### config.mk
export PLATFORM = sky130hd
export DESIGN_NAME = muldiv_issue_ctrl
export DESIGN_NICKNAME = d
export VERILOG_FILES = /design/src/rtl/muldiv_pkg.sv /design/src/rtl/muldiv_wait_timer.sv /design/src/rtl/muldiv_issue_ctrl.sv
export SDC_FILE = /design/constraint.sdc
export NUM_CORES = 1
export LEC_CHECK = 0
export BUFFER_PORTS_ARGS = -buffer_cell sky130_fd_sc_hd__buf_2
export CORE_MARGIN = 8
export CORE_UTILIZATION = 55
export DETAILED_ROUTE_END_ITERATION = 7
export GPL_TIMING_DRIVEN = 0
export PLACE_DENSITY = 0.85
export SLEW_MARGIN = 20
export SYNTH_ARGS = -nofsm -noshare
export SYNTH_HDL_FRONTEND = slang
export SYNTH_SLANG_ARGS = --single-unit
### constraint.sdc
create_clock -name clk -period 4.8 [get_ports clk]
set_clock_uncertainty 0.15 [all_clocks]
set_input_delay 1.2 -clock clk [delete_from_list [all_inputs] [get_ports clk]]
set_output_delay 1.2 -clock clk [all_outputs]
set_load 0.05 [all_outputs]
### src/rtl/muldiv_pkg.sv
// Shared encodings for the multiply/divide issue controller: unit function codes,
// EX-stage HI/LO op codes and the controller FSM states.
package muldiv_pkg;

  localparam logic [1:0] FUNC_MULT  = 2'b00;
  localparam logic [1:0] FUNC_MULTU = 2'b01;
  localparam logic [1:0] FUNC_DIV   = 2'b10;
  localparam logic [1:0] FUNC_DIVU  = 2'b11;

  localparam logic [2:0] OP_MULT  = 3'd0;
  localparam logic [2:0] OP_MULTU = 3'd1;
  localparam logic [2:0] OP_DIV   = 3'd2;
  localparam logic [2:0] OP_DIVU  = 3'd3;
  localparam logic [2:0] OP_MFHI  = 3'd4;
  localparam logic [2:0] OP_MFLO  = 3'd5;
  localparam logic [2:0] OP_MTHI  = 3'd6;
  localparam logic [2:0] OP_MTLO  = 3'd7;

  typedef enum logic [1:0] {
    ST_IDLE    = 2'd0,
    ST_LAUNCH  = 2'd1,
    ST_WAIT    = 2'd2,
    ST_CAPTURE = 2'd3
  } state_t;

  function automatic logic [1:0] op_to_func(input logic [2:0] op);
    logic [1:0] f;
    f = FUNC_MULT;
    case (op)
      OP_MULTU: f = FUNC_MULTU;
      OP_DIV:   f = FUNC_DIV;
      OP_DIVU:  f = FUNC_DIVU;
      default:  f = FUNC_MULT;
    endcase
    return f;
  endfunction

endpackage

### src/rtl/muldiv_wait_timer.sv
// Completion detector for the WAIT phase: busy-seen flag, grace window for units
// that never raise busy, and a timeout counter that abandons a hung operation.
module muldiv_wait_timer #(
  parameter int TIMEOUT_CYC = 64,
  parameter int BUSY_GRACE  = 2
) (
  input  logic clk,
  input  logic resetn,
  input  logic i_clear,
  input  logic i_active,
  input  logic i_busy,
  output logic o_done,
  output logic o_timeout
);
  localparam int TW = $clog2(TIMEOUT_CYC + 1);
  localparam int GW = $clog2(BUSY_GRACE + 2);

  logic [TW-1:0] r_to_cnt;
  logic [GW-1:0] r_grace_cnt;
  logic          r_busy_seen;

  always_ff @(posedge clk) begin
    if (resetn || i_clear) begin
      r_to_cnt    <= '0;
      r_grace_cnt <= '0;
      r_busy_seen <= 1'b0;
    end else if (i_active) begin
      r_to_cnt <= r_to_cnt + TW'(1);
      // Saturate so a long wait never wraps back into the grace window
      if (r_grace_cnt < GW'(BUSY_GRACE))
        r_grace_cnt <= r_grace_cnt + GW'(1);
      if (i_busy)
        r_busy_seen <= 1'b1;
    end
  end

  assign o_done    = i_active && !i_busy &&
                     (r_busy_seen || (r_grace_cnt >= GW'(BUSY_GRACE)));
  assign o_timeout = i_active && (r_to_cnt == TW'(TIMEOUT_CYC - 1));

endmodule

### src/rtl/muldiv_issue_ctrl.sv
// Pipeline-side initiator for the multiply/divide unit: owns HI/LO, launches
// operations with a one-cycle start pulse and stalls EX on HI/LO hazards.
module muldiv_issue_ctrl
  import muldiv_pkg::*;
#(
  parameter int TIMEOUT_CYC = 64,
  parameter int BUSY_GRACE  = 2
) (
  input  logic        clk,
  input  logic        resetn,
  input  logic        op_valid,
  input  logic [2:0]  op_code,
  input  logic [31:0] rs_val,
  input  logic [31:0] rt_val,
  output logic        op_ready,
  output logic [31:0] rd_data,
  output logic        rd_valid,
  output logic [1:0]  md_func,
  output logic        md_start,
  output logic [31:0] md_a,
  output logic [31:0] md_b,
  input  logic        md_busy,
  input  logic [31:0] md_hi,
  input  logic [31:0] md_lo,
  output logic        err
);
  state_t      r_state;
  logic [31:0] r_hi, r_lo, r_md_a, r_md_b, r_rd_data;
  logic [1:0]  r_md_func;
  logic        r_md_start, r_rd_valid, r_err;
  logic        w_idle, w_launch, w_wait, w_done, w_timeout, w_div_zero;

  assign w_idle     = (r_state == ST_IDLE);
  assign w_launch   = (r_state == ST_LAUNCH);
  assign w_wait     = (r_state == ST_WAIT);
  assign w_div_zero = ((op_code == OP_DIV) || (op_code == OP_DIVU)) && (rt_val == 32'd0);

  // Every HI/LO op is accepted in IDLE; anything else stalls until the unit is free
  assign op_ready = op_valid && w_idle;

  muldiv_wait_timer #(
    .TIMEOUT_CYC (TIMEOUT_CYC),
    .BUSY_GRACE  (BUSY_GRACE)
  ) u_wait_timer (
    .clk       (clk),
    .resetn    (resetn),
    .i_clear   (w_launch),
    .i_active  (w_wait),
    .i_busy    (md_busy),
    .o_done    (w_done),
    .o_timeout (w_timeout)
  );

  always_ff @(posedge clk) begin
    if (resetn) begin
      r_state    <= ST_IDLE;
      r_hi       <= '0;
      r_lo       <= '0;
      r_md_a     <= '0;
      r_md_b     <= '0;
      r_md_func  <= FUNC_MULT;
      r_rd_data  <= '0;
      r_md_start <= 1'b0;
      r_rd_valid <= 1'b0;
      r_err      <= 1'b0;
    end else begin
      r_md_start <= 1'b0;
      r_rd_valid <= 1'b0;
      case (r_state)
        ST_IDLE: begin
          if (op_ready) begin
            case (op_code)
              OP_MFHI: begin
                r_rd_data  <= r_hi;
                r_rd_valid <= 1'b1;
              end
              OP_MFLO: begin
                r_rd_data  <= r_lo;
                r_rd_valid <= 1'b1;
              end
              OP_MTHI: r_hi <= rs_val;
              OP_MTLO: r_lo <= rs_val;
              default: begin
                if (w_div_zero) begin
                  // Divide by zero resolves locally without occupying the unit
                  r_hi <= rs_val;
                  r_lo <= 32'hFFFF_FFFF;
                end else begin
                  r_md_a     <= rs_val;
                  r_md_b     <= rt_val;
                  r_md_func  <= op_to_func(op_code);
                  r_md_start <= 1'b1;
                  r_state    <= ST_LAUNCH;
                end
              end
            endcase
          end
        end
        ST_LAUNCH: r_state <= ST_WAIT;
        ST_WAIT: begin
          if (w_done) begin
            r_state <= ST_CAPTURE;
          end else if (w_timeout) begin
            r_err   <= 1'b1;
            r_state <= ST_IDLE;
          end
        end
        ST_CAPTURE: begin
          r_hi    <= md_hi;
          r_lo    <= md_lo;
          r_state <= ST_IDLE;
        end
        default: r_state <= ST_IDLE;
      endcase
    end
  end

  assign rd_data  = r_rd_data;
  assign rd_valid = r_rd_valid;
  assign md_func  = r_md_func;
  assign md_start = r_md_start;
  assign md_a     = r_md_a;
  assign md_b     = r_md_b;
  assign err      = r_err;

endmodule

==> impl_metrics.toml, run 1 <==
[status]
outcome = "completed"

[critical_path]
crit_path_max_incr_delay_ns = 0.59
start_kind = "input pin"
worstPathArrival_ns = 3.35
crit_family = "simple AND/OR/NAND/NOR gates"
worst_setup_path_end_kind = "flop"
worst_path_most_repeated_cell = "buf_2"
crit_buf_inv = 3
worstPathCellList = "buf_2 -> nor4_1 -> nand4_2 -> nor4_4 -> or2_1 -> buf_2 -> buf_4 -> a211oi_1"
cp_slowest_cell = "nor4_1"
cp_max_fo = 10
required_ns = 4.94
crit_type = "in2reg"

[cts]
cts_sinks = 177
cts_resized = 0
clk_latency_ns = 0.43
cts_setup_buffers = 0
ctsHoldBuffers = 0
root_buffer = "clkbuf_16"
cts.path.max_buffers = 2
clkTransAtPathRegs_ns = 0.07
htreeDepth = 4
numCtsBuffers = 17
cts_tree = "yes"

[synth]
syn-num-nets = 1013
synth_top_area_frac = 0.4739
ys.flop_type = "dfxtp_1"
ys_warn_count = 0
avgSynthCellArea_um2 = 8.575
ys_seq_elements = 177
netlist_area_um2 = 7477
synth_edf_count = 0
synth_largest_area_cell = "dfxtp_1"
synth_cell_types = 49
yosysSeqAreaShare = 0.4739
syn_inst = 872
ys_async_sr_fraction = 0
netlist_top_cells_area = "dfxtp_1, a21oi_1, nand2_1, a221oi_2, o221ai_1"

[final_layout]
utilization = 0.7152
fillers = 1074
area_growth_syn_to_layout_pct = 26.67
final_layout_size_suffix_gt1_frac = 0.2882
multiInputGateArea_um2 = 3420
seq_area_um2 = 3543
nNetsFinal = 1266

[pwr]
p_sw_mw = 1.046
clkPwrFrac = 0.388
seqPwrFrac = 0.447
vdd_drop_max_mv = 0.2400
p_per_area_nw_per_um2 = 382.3
p_comb_frac = 0.164
swShare = 0.2889
power.internal_mw = 2.575
leakagePower_nw = 3.908

[sta]
finalCritPeriodShare = 0.6672
grt_setup_unrepaired = "false"
whs_ns = 0.2976
drv_slew = 0
max_freq_mhz = 312.3
slew_headroom = 0.4687
setup_viol = 0
finalSetupTns_ns = 0
hold_violations = 0
min_period_ns = 3.202
worstMarginPinSlew_ns = 0.7952

[min_path]
hp-class = "reg2reg"

[global_routing]
antenna_found_initial = 2
grt_pass1_vias = 7488
grt_max_degree = 17
overflow = 0
track_usage = 0.2752
grt_pass1_wl_mm = 39.04

[placement]
routabilityCongestion = 0.8900
port_buffers = 234
dp_hpwl_mm = 19.01

[floorplanning]
die_h_um = 132.6
start_util = 0.5646
die-area_um2 = 17580
rows = 42
die_w_um = 132.6
core_um2 = 13240
ioPinCount = 237

[routing]
drt_pass1_iterations = 6
routedWlPerCell_um = 18.98
num_vias = 7618
drc = 0
ant_nets = 0
drtIter0Drc = 868
via_per_inst = 5.789
routed_wl_mm = 24.98

[flow_run]
drv_cap = 0
-- cells by family (layout without fill, tap and decap cells) --
family,after synthesis,count (layout),synth area share
AOI/OAI and AO/OA,281,281,0.2615
xor gates and xnor gates,5,5,0.005858
adders and majority gates,6,6,0.01004
buffers and inverters,115,381,0.06877
DFF,177,177,0.4739
muxes,1,1,0.001339
other,0,2,0
and+or+nand+nor,287,287,0.1785
-- power groups by stage --
stage                     Combinational (mW)  Clock, mW  Sequential, mW
after floorplan                        0.285          0            1.75
after global placement                 0.573          0            1.64
after detailed placement               0.585          0            1.65
after CTS                              0.589       1.41            1.62
after global routing                   0.638       1.48            1.63
final                                  0.594       1.41            1.62
-- placed cells by master, fill, tap and decap left out, types with 3 or more instances in the layout --
master       n
nor2_1      19
xor2_1       3
clkbuf_8     3
buf_6        6
a221oi_2    30
nand3_1      4
a211oi_1    32
nor4_1       6
clkinv_2     4
buf_4        7
clkbuf_1    53
nor2b_1     34
a21oi_1    168
inv_1       39
clkbuf_16   17
dfxtp_1    177
o21ai_0      3
o221ai_1    33
a31oi_1      4
nor3_1      33
clkinv_4     3
ha_1         6
buf_2      242
nand2_1    170
-- routing by layer --
layer,GRT usage,up-vias,routed length (µm)
met2,0.4522,419,11640
met3,0.09463,65,2737
met1,0.3193,3541,9809
met4,0.1192,0,796
met5,0,-,0
li1,-,3593,-
-- cell usage after synthesis, types with 4 or more instances --
cell,number
o221ai_1,33
a221oi_2,30
a31oi_1,4
buf_6,6
nand3_1,4
nor4_1,6
a21oi_1,168
inv_1,39
dfxtp_1,177
nor2b_1,34
buf_4,7
buf_2,8
ha_1,6
a211oi_1,32
clkbuf_1,53
nor3_1,33
nand2_1,170
nor2_1,19
-- registers in the layout (all words and copies together), names as in the netlist --
| register | count |
|---|---|
| err | 1 |
| r_hi | 32 |
| r_state | 2 |
| md_b | 32 |
| md_a | 32 |
| u_wait_timer.r_grace_cnt | 2 |
| rd_data | 32 |
| u_wait_timer.r_to_cnt | 7 |
| r_lo | 32 |
| u_wait_timer.r_busy_seen | 1 |
| rd_valid | 1 |
| md_func | 2 |
| md_start | 1 |
-- final timing paths --
kind	startpoint	to	slack, ns	cells past startpoint
worst max register to register	r_state[0]	rd_data[25]	2.03	8
worst max-delay path	rt_val[2]	r_hi[26]	1.60	8
worst min register to register	rd_data[19]	rd_data[19]	0.30	2
worst min-delay path	rd_data[19]	rd_data[19]	0.30	2
-- through the flow --
stage	instance area (µm²)	setup slack (ns)	cells	total power, mW
3_3_place_gp	8869	1.290	1282	2.218
3_5_place_dp	8869	1.217	1282	2.234
6_report	9472	1.598	1316	3.621
2_1_floorplan	7477	1.858	872	2.038
5_1_grt	9472	1.485	1316	3.743
4_1_cts	9467	1.625	1314	3.612
-- area by class of cell --
cell class              count  area share
multi-input cells         580      0.3610
diodes                      2   0.0005284
clock buffers              20     0.04927
inverters                  40     0.01585
clock inverters            12     0.01387
repair buffers            234      0.1236
well taps                 176     0.02325
plain buffers              75     0.03844
flip-flops and latches    177      0.3741
-- tightest hold or removal path, delay by kind of cell, from the launching register on --
family	cells	cell delay, ns
compound gates	1	0.05
flops	1	0.31
simple gates	1	0.05
Power figures use the tool's default switching activity.
==> inputs of run 2 (changes only) <==
--- a/config.mk
+++ b/config.mk
@@ -7,10 +7,10 @@
 export LEC_CHECK = 0
 export BUFFER_PORTS_ARGS = -buffer_cell sky130_fd_sc_hd__buf_2
 export CORE_MARGIN = 8
-export CORE_UTILIZATION = 55
+export CORE_UTILIZATION = 46
 export DETAILED_ROUTE_END_ITERATION = 7
 export GPL_TIMING_DRIVEN = 0
-export PLACE_DENSITY = 0.85
+export PLACE_DENSITY = 0.76
 export SLEW_MARGIN = 20
 export SYNTH_ARGS = -nofsm -noshare
 export SYNTH_HDL_FRONTEND = slang
==> constraint.sdc (replaced) <==
create_clock -name clk -period 2.6 [get_ports clk]
set_clock_uncertainty 0.15 [all_clocks]
set_input_delay 0.65 -clock clk [delete_from_list [all_inputs] [get_ports clk]]
set_output_delay 0.65 -clock clk [all_outputs]
set_load 0.05 [all_outputs]
==> impl_metrics.toml, run 2 (synthesized netlist as in run 1, its figures left out) <==
[critical_path]
crit_family = "buffers and inverters"
rr_worst_depth = 11
cp_max_fo = 8
worstPathCellList = "inv_1 -> ha_1 -> clkbuf_2 -> nand2_2 -> inv_1 -> clkbuf_4"
crit_cells = 6
crit_buf_inv = 4
r2r_start = "r_state[0]"
worst_path_most_repeated_cell = "inv_1"
cp_slowest_cell = "dfxtp_2"
crit_end = "op_ready"
r2r_slack_ns = 0.18
required_ns = 1.80
start_kind = "flop"
reg2reg_to = "r_hi[2]"
crit_type = "reg2out"
worstPathArrival_ns = 1.66
crit_path_max_incr_delay_ns = 0.39
critPathLaunch = "r_state[0]"
worst_setup_path_end_kind = "output pin"

[status]
outcome = "completed"

[placement]
dp_cells = 1322
placed_area_um2 = 8919
routabilityCongestion = 0.8941
place_ws_ns = -0.4332
port_buffers = 234
dp_hpwl_mm = 19.25

[routing]
drtIter0Drc = 510
routed_wl_mm = 25.31
ant_nets = 0
num_vias = 7395
via_per_inst = 5.450
routedWlPerCell_um = 18.65
drc = 0
drt_pass1_iterations = 7

[sta]
max_freq_mhz = 406.1
slew_headroom = 0.4643
finalCritPeriodShare = 0.9471
fin_ws_ns = 0.1375
hold_violations = 0
grt_setup_unrepaired = "true"
min_period_ns = 2.462
setup_viol = 0
worstMarginPinSlew_ns = 0.8036
drv_slew = 0

[cts]
clkTransAtPathRegs_ns = 0.07
cts_tree = "yes"
ctsHoldBuffers = 0
clk_latency_ns = 0.42
root_buffer = "clkbuf_16"
cts.path.max_buffers = 2
cts_sinks = 177
htreeDepth = 4
numCtsBuffers = 17

[floorplanning]
ioPinCount = 237
start_util = 0.4707
die_h_um = 143.5
die-area_um2 = 20590
rows = 46
die_w_um = 143.5
core_um2 = 15890

[global_routing]
grt_pass1_vias = 7320
overflow = 0
antenna_found_initial = 1
grt_max_degree = 17
track_usage = 0.2408
grt_pass1_wl_mm = 38.65

[flow_run]
drv_cap = 0

[final_layout]
layout_common_cells = "buf_2, dfxtp_1, nand2_1"
final_layout_size_suffix_gt1_frac = 0.3053
nNetsFinal = 1268
area_growth_syn_to_layout_pct = 28.31
layout_commonest_cell = "buf_2"
fillers = 1481
stdcell_count = 1357
finalInstanceArea_um2 = 9594

[min_path]
hp-class = "reg2reg"

[pwr]
vdd_drop_max_mv = 0.4738
leakagePower_nw = 3.966
p_total_mw = 6.725
p_per_area_nw_per_um2 = 700.9
run 2: per-layer routing:
metal  vias up  part of all wire  GRT usage
met5         -                 0          0
met4         0             0.025    0.09186
met3        47             0.092    0.07664
met2       296              0.47     0.3962
met1      3458              0.41     0.2876
li1       3594                 -          -
run 2: per-stage QoR:
stage	hold slack, ns	utilization	TNS, ns
2_1_floorplan	0.2880	-	0
3_3_place_gp	0.2864	0.5614	-46.75
3_5_place_dp	0.2900	0.5614	-47.08
4_1_cts	0.2981	0.5998	0
5_1_grt	0.3092	0.6040	-0.01197
6_report	0.2976	0.6040	0
run 2: how the worst min path moves through the flow:
stage,cells after the start,start,to
6_report,2,rd_data[10],rd_data[10]
2_1_floorplan,2,u_wait_timer.r_busy_seen,u_wait_timer.r_busy_seen
4_1_cts,3,rt_val[9],md_b[9]
3_3_place_gp,2,rd_data[19],rd_data[19]
3_5_place_dp,2,rd_data[30],rd_data[30]
5_1_grt,3,rt_val[9],md_b[9]
run 2: cell type report:
| cell class | instances | area [µm²] | share of cell area |
|---|---|---|---|
| antenna | 1 | 2.502 | 0.0002608 |
| buffer | 75 | 381.6 | 0.03978 |
| clock buffer | 19 | 442.9 | 0.04617 |
| clock inverter | 13 | 157.7 | 0.01643 |
| inverter | 40 | 150.1 | 0.01565 |
| multi-input combinational | 580 | 3456 | 0.3602 |
| sequential | 177 | 3545 | 0.3695 |
| tap | 216 | 270.3 | 0.02817 |
| timing repair buffer | 236 | 1189 | 0.1239 |
run 2: worst min-delay path: cells and delay by family, from the launching register on:
| family | cells | cell delay (ns) |
|---|---|---|
| DFF | 1 | 0.31 |
| and+or+nand+nor | 1 | 0.05 |
| AOI/OAI and AO/OA | 1 | 0.05 |
run 2: what timing repair did:
item                                    4_1_cts  5_1_grt
gates resized for setup                       2       32
pin swaps                                     0        1
buffers inserted                              0        2
endpoints found under the setup margin       36      104
run 2: where the power goes:
part	internal, mW	switching, mW	leakage [nW]
logic	0.375	0.727	2.22
clock network	1.54	1.09	0.298
registers	2.89	0.0974	1.44
==> inputs of run 3 (changes only) <==
==> constraint.sdc (replaced) <==
create_clock -name clk -period 2.6 [get_ports clk]
set_clock_uncertainty 0.15 [all_clocks]
set_input_delay 0.13 -clock clk [delete_from_list [all_inputs] [get_ports clk]]
set_output_delay 0.13 -clock clk [all_outputs]
set_load 0.1 [all_outputs]
==> impl_metrics.toml, run 3 (synthesized netlist as in run 1, its figures left out) <==
[final_layout]
utilization = 0.6873
finalInstanceArea_um2 = 10920
final_layout_size_suffix_gt1_frac = 0.2740
area_growth_syn_to_layout_pct = 46.02
layout_common_cells = "buf_2, dfxtp_1, nand2_1"
layout_commonest_cell = "buf_2"
nNetsFinal = 1398

[critical_path]
crit_path_max_incr_delay_ns = 0.56
worstPathArrival_ns = 2.66
required_ns = 2.79
worstPathCellList = "ha_1 -> clkbuf_2 -> clkbuf_1 -> a21oi_1 -> a221oi_2"
crit_type = "reg2reg"
start_kind = "flop"
worst_setup_path_end_kind = "flop"
cp_slowest_cell = "clkbuf_1"
cp_max_fo = 10

[sta]
finalSetupTns_ns = 0
finalCritPeriodShare = 0.9519
worstMarginPinSlew_ns = 0.8347
max_freq_mhz = 404.0
hold_violations = 0
slew_headroom = 0.4435
setup_viol = 0
min_period_ns = 2.475
grt_setup_unrepaired = "true"
fin_ws_ns = 0.1250
drv_slew = 0

[placement]
dp_hpwl_mm = 19.25
routabilityCongestion = 0.8941
place_ws_ns = -0.05301
placed_area_um2 = 8919
port_buffers = 234

[routing]
routed_wl_mm = 29.42
num_vias = 8355
routedWlPerCell_um = 19.70
via_per_inst = 5.596
drt_pass1_iterations = 8
ant_nets = 0
drtIter0Drc = 652
drc = 0

[min_path]
hp-class = "in2reg"

[cts]
clkTransAtPathRegs_ns = 0.07
htreeDepth = 4
cts_sinks = 177
root_buffer = "clkbuf_16"
cts_tree = "yes"
cts.path.max_buffers = 2
clk_latency_ns = 0.43
numCtsBuffers = 17

[global_routing]
grt_pass1_vias = 8406
overflow = 0
track_usage = 0.2781
antenna_found_initial = 5
grt_pass1_wl_mm = 44.64
grt_max_degree = 17

[pwr]
leakagePower_nw = 4.510
p_total_mw = 7.175
vdd_drop_max_mv = 0.4777
p_per_area_nw_per_um2 = 657.2

[floorplanning]
start_util = 0.4707
die_w_um = 143.5
ioPinCount = 237
die-area_um2 = 20590
die_h_um = 143.5
core_um2 = 15890
rows = 46

[flow_run]
drv_cap = 0

[status]
outcome = "completed"
## run 3: cell count changes in the layout (fill, tap and decap cells not counted), sizes merged
cell,previous run,this run
clkbuf,75,73
dlygate4sd3,0,131
buf,255,256
diode,1,7
## run 3: through the flow
step,instances,hold slack (ns)
floorplan,872,0.1160
global placement,1322,0.2311
detailed placement,1322,0.2369
CTS,1485,0.05036
global route,1491,0.1012
finish,1493,0.1028
## run 3: power breakdown
| part | internal (mW) | total, mW | switching (mW) |
|---|---|---|---|
| combinational | 0.504 | 1.53 | 1.02 |
| clock | 1.54 | 2.66 | 1.12 |
| sequential | 2.89 | 2.99 | 0.102 |
## run 3: final timing paths
check / from / to / slack [ns] / cells past startpoint
worst min register to register: rd_data[19] / rd_data[19] / 0.30 / 2
worst min-delay path: op_valid / rd_data[0] / 0.10 / 5
worst max register to register: r_state[0] / r_lo[26] / 0.12 / 5
worst max-delay path: r_state[0] / r_lo[26] / 0.12 / 5
## run 3: cell type report
cell class	count	area (µm²)
repair buffers	366	2490
multi-input cells	580	3463
inverters	40	150.1
diodes	7	17.52
flip-flops and latches	177	3543
well taps	216	270.3
fillers	1238	4967
plain buffers	75	382.9
clock inverters	13	157.7
clock buffers	19	442.9
## run 3: what timing repair did
action                                  in CTS  in global routing
hold buffers                               131                  0
pin swaps                                    0                  1
gates resized for setup                      2                 34
hold endpoints to repair                   133                  0
setup buffers                                0                  1
endpoints found under the setup margin      36                123
## run 3: worst max-delay path: cells and delay by family (launching register included)
| kind | cells | cell delay, ns |
|---|---|---|
| buf+inv | 2 | 0.92 |
| compound gates | 2 | 0.46 |
| flops | 1 | 0.45 |
| fa+ha+maj | 1 | 0.40 |
## run 3: per-layer routing
layer	vias to the layer above	wire length, µm	share of wire	global-route usage
li1	3857	-	-	-
met1	3927	11380	0.39	0.3161
met2	478	14150	0.48	0.4687
met3	93	2708	0.092	0.07631
met4	0	1172	0.040	0.1461
met5	-	0	0	0
